$ cat config.mk
export PLATFORM = sky130hd
export DESIGN_NAME = qsfp_mm_cmd_master
export DESIGN_NICKNAME = d
export VERILOG_FILES = /design/src/rtl/qsfp_mm_pkg.sv /design/src/rtl/mm_rsp_fifo.sv /design/src/rtl/qsfp_mm_cmd_master.sv
export SDC_FILE = /design/constraint.sdc
export NUM_CORES = 1
export LEC_CHECK = 0
export ABC_AREA = 1
export CAP_MARGIN = 20
export CORE_MARGIN = 10
export CORE_UTILIZATION = 25
export DETAILED_ROUTE_END_ITERATION = 12
export REMOVE_ABC_BUFFERS = 1
export SYNTH_ARGS = -nofsm -noshare
export SYNTH_HDL_FRONTEND = slang
export SYNTH_SLANG_ARGS = --single-unit
$ cat constraint.sdc
create_clock -name clk_100_clk -period 6.1 [get_ports clk_100_clk]
set_clock_uncertainty 0.15 [all_clocks]
set_input_delay 1.22 -clock clk_100_clk [delete_from_list [all_inputs] [get_ports clk_100_clk]]
set_output_delay 1.22 -clock clk_100_clk [all_outputs]
set_load 0.05 [all_outputs]
$ cat src/rtl/qsfp_mm_pkg.sv
// qsfp_mm_pkg: shared types and constants for the qsfp_xcvr_test Avalon-MM command master
package qsfp_mm_pkg;
  localparam int ADDR_W_DEF = 15;
  localparam int DATA_W_DEF = 32;
  localparam logic [31:0] TIMEOUT_DATA = 32'hDEAD_BEEF;
  typedef enum logic [1:0] {IDLE, ISSUE, FLUSH} state_t;
  typedef struct packed {
    logic                  timeout;
    logic [DATA_W_DEF-1:0] data;
  } rsp_t;
endpackage

$ cat src/rtl/mm_rsp_fifo.sv
// mm_rsp_fifo: show-ahead synchronous FIFO holding {timeout,data} read responses
module mm_rsp_fifo #(
  parameter int W     = 33,
  parameter int DEPTH = 8,
  localparam int AW   = $clog2(DEPTH),
  localparam int CW   = AW + 1
) (
  input  logic          clk,
  input  logic          rst,
  input  logic          push,
  input  logic [W-1:0]  push_data,
  input  logic          pop,
  output logic [W-1:0]  pop_data,
  output logic          valid,
  output logic [CW-1:0] count
);
  logic [W-1:0]  mem [DEPTH];
  logic [AW-1:0] wr_ptr, rd_ptr;
  logic          do_push, do_pop;
  assign valid    = count != '0;
  assign do_pop   = pop && valid;
  assign do_push  = push && (count != CW'(DEPTH) || do_pop);
  assign pop_data = mem[rd_ptr];
  always_ff @(posedge clk) begin
    if (do_push) mem[wr_ptr] <= push_data;
    if (rst) begin
      wr_ptr <= '0;
      rd_ptr <= '0;
      count  <= '0;
    end else begin
      wr_ptr <= wr_ptr + AW'(do_push);
      rd_ptr <= rd_ptr + AW'(do_pop);
      count  <= count + CW'(do_push) - CW'(do_pop);
    end
  end
endmodule

$ cat src/rtl/qsfp_mm_cmd_master.sv
// qsfp_mm_cmd_master: command stream to pipelined Avalon-MM master with response FIFO and timeouts
module qsfp_mm_cmd_master
  import qsfp_mm_pkg::*;
#(
  parameter int ADDR_W      = ADDR_W_DEF,
  parameter int DATA_W      = DATA_W_DEF,
  parameter int MAX_OUTST   = 4,
  parameter int RSP_DEPTH   = 8,
  parameter int TIMEOUT_CYC = 1024
) (
  input  logic              clk_100_clk,
  input  logic              reset_100_reset,
  input  logic              cmd_valid,
  output logic              cmd_ready,
  input  logic              cmd_write,
  input  logic [ADDR_W-1:0] cmd_addr,
  input  logic [DATA_W-1:0] cmd_wdata,
  input  logic [3:0]        cmd_be,
  output logic              rsp_valid,
  input  logic              rsp_ready,
  output logic [DATA_W-1:0] rsp_data,
  output logic              rsp_timeout,
  output logic [ADDR_W-1:0] avm_address,
  output logic              avm_read,
  output logic              avm_write,
  output logic [DATA_W-1:0] avm_writedata,
  output logic [3:0]        avm_byteenable,
  output logic              avm_burstcount,
  output logic              avm_debugaccess,
  input  logic              avm_waitrequest,
  input  logic [DATA_W-1:0] avm_readdata,
  input  logic              avm_readdatavalid,
  output logic [3:0]        outstanding,
  output logic              err_unexpected
);
  localparam int CW = $clog2(RSP_DEPTH) + 1;
  localparam int TW = $clog2(TIMEOUT_CYC);
  state_t        state, state_nxt;
  logic [TW-1:0] tmo_cnt;
  logic [CW-1:0] fifo_count;
  logic [DATA_W:0] rsp_head;
  logic          accept, tmo_hit, done, inc, dec;
  assign avm_burstcount  = 1'b1;
  assign avm_debugaccess = 1'b0;
  assign rsp_timeout     = rsp_head[DATA_W];
  assign rsp_data        = rsp_head[DATA_W-1:0];
  // every read in flight already owns a FIFO slot, so returns can never be back-pressured
  assign cmd_ready = state == IDLE && (cmd_write || (outstanding < 4'(MAX_OUTST) &&
                     32'(outstanding) + 32'(fifo_count) < 32'(RSP_DEPTH)));
  always_comb begin
    accept    = cmd_valid && cmd_ready;
    tmo_hit   = tmo_cnt == TW'(TIMEOUT_CYC - 1) && !avm_readdatavalid;
    done      = state == ISSUE && (!avm_waitrequest || tmo_hit);
    inc       = done && avm_read;
    dec       = outstanding != '0 && (avm_readdatavalid || state == FLUSH);
    state_nxt = state == IDLE  ? (accept ? ISSUE : (tmo_hit && outstanding != '0) ? FLUSH : IDLE) :
                state == ISSUE ? (!avm_waitrequest ? IDLE : tmo_hit ? FLUSH : ISSUE) :
                                 (outstanding == '0 ? IDLE : FLUSH);
  end
  always_ff @(posedge clk_100_clk) begin
    if (reset_100_reset) state <= IDLE;
    else state <= state_nxt;
  end
  always_ff @(posedge clk_100_clk) begin
    if (reset_100_reset) begin
      avm_read       <= 1'b0;
      avm_write      <= 1'b0;
      avm_address    <= '0;
      avm_writedata  <= '0;
      avm_byteenable <= '0;
      outstanding    <= '0;
      tmo_cnt        <= '0;
      err_unexpected <= 1'b0;
    end else begin
      if (accept) begin
        avm_address    <= cmd_addr;
        avm_writedata  <= cmd_wdata;
        avm_byteenable <= cmd_be;
        avm_read       <= !cmd_write;
        avm_write      <= cmd_write;
      end else if (done) begin
        avm_read  <= 1'b0;
        avm_write <= 1'b0;
      end
      outstanding    <= outstanding + 4'(inc) - 4'(dec);
      tmo_cnt        <= (state_nxt != state || avm_readdatavalid || (state == IDLE && outstanding == '0)) ?
                        '0 : tmo_cnt + 1'b1;
      err_unexpected <= err_unexpected || (avm_readdatavalid && outstanding == '0);
    end
  end
  // in FLUSH a real return takes the write port; otherwise a flagged substitute retires one read
  mm_rsp_fifo #(.W(DATA_W + 1), .DEPTH(RSP_DEPTH)) u_fifo (
    .clk      (clk_100_clk),
    .rst      (reset_100_reset),
    .push     (dec),
    .push_data(avm_readdatavalid ? {1'b0, avm_readdata} : {1'b1, DATA_W'(TIMEOUT_DATA)}),
    .pop      (rsp_ready),
    .pop_data (rsp_head),
    .valid    (rsp_valid),
    .count    (fifo_count)
  );
endmodule

-- Word-level counts from Yosys, hierarchy flattened
Memories as Yosys holds them, arrays and structs flattened. A register that Yosys moved wholly into a read port is not among the register bits.
Cells that the tools add are included.
- flip-flop bits (word level): 80
- RAM bits: 264
- memories kept: 1
- memory list (memory ; depth ; bits a word ; read ports ; clocked after Yosys merged registers in ; write ports ; line ; source):
    u_fifo.mem ; 8 ; 33 ; 1 ; 1 ; 1 ; mm_rsp_fifo.sv:17 ; logic [W-1:0] mem [DEPTH];
- $add $sub $neg: 8
- order comparisons: 2
- eq/ne operators: 5
- multiplexer cells: 14
- reduce and logical (&&, ||, !) cells: 28
- operators by type and width (operator ; number):
    $mux W33 ; 1
    $mux W2 ; 7
    $logic_and A1 B1 Y1 ; 12
    $add A10 B1 Y10 const B ; 1
    $eq A10 B10 Y1 const B ; 1
    $add A4 B1 Y4 ; 2
    $reduce_bool A4 Y1 ; 2
    $sub A4 B1 Y4 ; 2
    $logic_or A1 B1 Y1 ; 7
    $add A3 B1 Y3 ; 2
    $add A4 B4 Y5 ; 1
    $lt A5 B4 Y1 const B ; 1
    $mux W1 ; 5
    $logic_not A4 Y1 ; 1
    $lt A4 B3 Y1 const B ; 1
    $ne A4 B4 Y1 const B ; 1
    $logic_not A1 Y1 ; 3
    $mux W3 ; 1
    $eq A2 B1 Y1 const B ; 1
    $eq A2 B2 Y1 const B ; 1
    $logic_not A2 Y1 ; 1
    $ne A2 B2 Y1 ; 1
    $reduce_bool A2 Y1 ; 1
    $reduce_or A2 Y1 ; 1

-- Depth between registers and ports, before layout
- depth in word-level cells: 12
- gate-level depth with buffers: 15
- mapped depth without buffers: 13

-- Modules after synthesis
Synthesis repeated with hierarchy kept, for this count alone.
- cell total of the unflattened synthesis: 1638
- area total of the unflattened synthesis: 15287.2 sq um
- modules (own cells, without submodules) (module ; instances ; cells each ; area an instance (sq um) ; seq. area each (sq um)):
    mm_rsp_fifo ; 1 ; 1225 ; 12107.9 ; 8127.8
    qsfp_mm_cmd_master ; 1 ; 413 ; 3179.3 ; 1401.3

-- Least setup slack after synthesis
No wires, ideal clock.
- path type: input-to-reg
- start point: input port avm_readdatavalid
- end point: memory u_fifo.mem[0][0], enable pin
- setup time: 0.423 ns
- arrival: 3.436 ns
- required time: 5.527 ns
- slack: 2.091 ns
- stages on the path: 8
- buffers on the path: 2
- path through: buf_6 -> inv_4 -> buf_8 -> o21ai_0 -> nand2_1 -> a31oi_1 -> nand2_1 -> nor2_1
- word-level cells in the longest chain between the ends: 5
- ends and longest elaborated chain (item ; line ; source):
    from (decl) ; qsfp_mm_cmd_master.sv:32 ; input logic avm_readdatavalid,
    $logic_or A1 B1 Y1 ; qsfp_mm_cmd_master.sv:55 ; dec = outstanding != '0 && (avm_readdatavalid || state == FLUSH);
    $logic_and A1 B1 Y1 ; qsfp_mm_cmd_master.sv:55 ;
    $logic_and A1 B1 Y1 ; mm_rsp_fifo.sv:22 ; assign do_push = push && (count != CW'(DEPTH) || do_pop);
    $mux W1 ; mm_rsp_fifo.sv:25 ; if (do_push) mem[wr_ptr] <= push_data;
    $mux W1 (implied by the code) ; mm_rsp_fifo.sv:25 ;
    to (decl) ; mm_rsp_fifo.sv:17 ;
No other way between the ends.

==> flow_summary.toml <==
[synthesis]
synth_common_cells = "edfxtp_1 (264), nor2_1 (264), o21ai_0 (136)"
ys.warnings.count = 0
synthTopCellsByArea = "edfxtp_1 (57%), dfxtp_1 (12%), nor2_1 (7.1%)"
syn_area_um2 = 13880
yosys.area.top_type = "edfxtp_1"
synth_fa_ha_area_share_pct = 2.001
synth-main-ff-cell = "edfxtp_1"
synth_top_family_by_area = "simple AND/OR/NAND/NOR gates"
synthMuxAreaShare_pct = 0
seq_area_frac_synth_pct = 68.66
yosys.area_share.simple_pct = 13.97
synth-edff-count = 264
synth-seq-cells = 344
synth_compound_area_share_pct = 10.40
ys_types = 38
synth.top_cell.area_share_pct = 57.12
ys_async_sr_fraction_pct = 0
avgSynthCellArea_um2 = 11.27
syn_inst = 1231
synthXorXnorAreaFrac_pct = 0.6942

[clock_tree]
clkTransAtPathRegs_ns = 0.06
tritoncts = "yes"
clockBufferDepth = 3
numCtsBuffers = 38
cts-root-buf = "clkbuf_16"
htreeDepth = 2
post_cts_resize_count = 0
cts_setup_buffers = 0
clkLatencyLatePin_ns = 0.53
cts_hold_buffers = 0
clock-sinks = 344

[setup_path]
r2r_cells = 8
reg2reg_slack_ns = 2.91
crit_family = "buffers and inverters"
max_stage_delay_ns = 0.90
cp_cell_sequence = "buf_4 -> o21ai_0 -> o22ai_1 -> nor2_1 -> a31oi_1 -> clkdlybuf4s50_1"
crit_arrival_ns = 3.77
slowest_stage = "clkdlybuf4s50_1"
path_depth = 6
worst-path-buf-inv = 2
required_ns = 4.73
endpoint_kind = "primary output"
crit_fanout = 77
endpoint = "rsp_data[31]"
critical_path_class = "reg2out"
cp-start-kind = "flip-flop"
r2r_start = "outstanding[2]"
startpoint = "u_fifo.rd_ptr[0]"
r2r-end = "u_fifo.mem[2][32]"

[grt]
antenna_found_initial = 4
grt_pass1_wl_mm = 57.88
first_global_vias = 9950
grt_max_degree = 90
grt_overflow = 0
track_usage_pct = 10.99

[sta]
slew_viol_final = 0
worst_slack_ns = 0.9568
fin_crit_ns = 5.143
setup_viol = 0
finalCritPeriodShare_pct = 84.32
fmax_ghz = 0.1944
maxSlewHeadroom_pct = 41.69
setup_tns_ns = 0
timing.hold.ws_ns = 0.3092
rsz0062_at_grt = "false"
hold_viol = 0
max_slew.worst_pin.slew_ns = 0.8725

[drt]
wl_met3_mm = 3.475
num_vias = 9557
routedLengthMet1_mm = 16.34
drt-wirelength-per-cell_um = 17.06
drt_iter0_markers = 675
wl_mm = 36.99
antenna_left = 0
remaining_drc_errors = 0
dr_wl_met2_mm = 16.45
viasPerCell = 4.408
drt_pass1_iterations = 4
top_layer = "met5"

[placed_design]
dp_hpwl_mm = 23.32
post-place-ws_ns = 1.378
io_buffers = 182
gp_congestion = 0.7549
place_area_um2 = 16440

[floorplanning]
core_um2 = 54990
die_y_um = 255.6
dieArea_um2 = 65340
core.rowCount = 86
die_w_um = 255.6
initial_core_util_pct = 25.24
ios = 185

[finish]
nNetsFinal = 1502
utilization_pct = 32.05
fill_cells = 5568
fin_area_um2 = 17620
drive_gt1_share_pct = 9.514
syn2layout_area_growth_pct = 26.97

[power_and_ir_drop]
p_leak_nw = 5.896
power_density_nw_per_um2 = 437.2
vdd_drop_max_uv = 221.0

[outcome]
outcome = "finished, final reports clean"

[job]
max_cap_viol_count = 0

[hold_path]
hold_path.class = "reg2reg"
==> stage by stage <==
stage	power, W	std cells
final	0.007703	2168
after global routing	0.008132	2167
after CTS	0.007835	2167
after detailed placement	0.005604	2099
after global placement	0.005577	2099
after floorplan	0.004604	1151
==> state kept, by name (all words and copies together), names as in the netlist, 2 cells and up <==
| signal | flops |
|---|---|
| avm_byteenable | 4 |
| u_fifo.count | 4 |
| u_fifo.wr_ptr | 3 |
| u_fifo.mem | 264 |
| tmo_cnt | 10 |
| outstanding | 4 |
| u_fifo.rd_ptr | 3 |
| avm_address | 15 |
| avm_writedata | 32 |
| state | 2 |
==> placed cells by master (no fill, tap or decap), types with 5 or more instances in the layout <==
| master | count |
|---|---|
| edfxtp_1 | 264 |
| nand3_1 | 60 |
| xor2_1 | 5 |
| clkinv_2 | 6 |
| dfxtp_1 | 78 |
| a21oi_1 | 57 |
| nand2_1 | 86 |
| o21ai_0 | 136 |
| nor2_1 | 256 |
| or2_2 | 24 |
| clkbuf_1 | 9 |
| ha_1 | 19 |
| clkbuf_16 | 39 |
| nor2_2 | 12 |
| clkdlybuf4s50_1 | 181 |
| xnor2_1 | 6 |
| inv_1 | 46 |
| buf_4 | 18 |
| a31oi_1 | 34 |
| nor2_4 | 9 |
| o22ai_1 | 33 |
| clkinv_1 | 5 |
==> how the worst min path moves through the flow <==
stage	end	slack (ns)	start	cells after the start
after CTS	tmo_cnt[0]	0.31	tmo_cnt[0]	1
after floorplan	tmo_cnt[0]	0.28	tmo_cnt[0]	1
after detailed placement	tmo_cnt[0]	0.30	tmo_cnt[0]	1
final	tmo_cnt[0]	0.31	tmo_cnt[0]	1
after global routing	tmo_cnt[0]	0.34	tmo_cnt[0]	1
after global placement	tmo_cnt[0]	0.29	tmo_cnt[0]	1
==> layout make-up <==
cell class                 count  area (um^2)  share of cell area (%)
antenna                        1        2.502                 0.01420
sequential                   344         9534                   54.11
timing repair buffer         200         1952                   11.08
clock inverter                17        137.6                  0.7811
tap                          748        935.9                   5.311
multi-input combinational    757         3824                   21.70
clock buffer                  51         1042                   5.915
inverter                      50        192.7                   1.094
==> report_power, final <==
group | leakage (nW) | switching, W | total (W) | internal (W)
Combinational | 2.30 | 0.00182 | 0.00261 | 0.000794
Clock | 0.583 | 0.000916 | 0.00220 | 0.00129
Sequential | 3.01 | 0.000132 | 0.00289 | 0.00276
==> per-layer routing <==
metal | track usage, % | vias up
met4 | 2.579 | 6
met3 | 4.465 | 52
li1 | - | 4615
met2 | 17.52 | 299
met5 | 0 | -
met1 | 13.65 | 4585
==> kinds of logic (layout without fill, tap and decap cells) <==
group	Yosys count	in the layout
and+or+nand+nor	457	457
DFF	344	344
AOI/OAI and AO/OA	266	266
buffers and inverters	130	318
adders and majority gates	21	21
xor gates and xnor gates	11	11
other	2	3
Power figures use the tool's default switching activity.
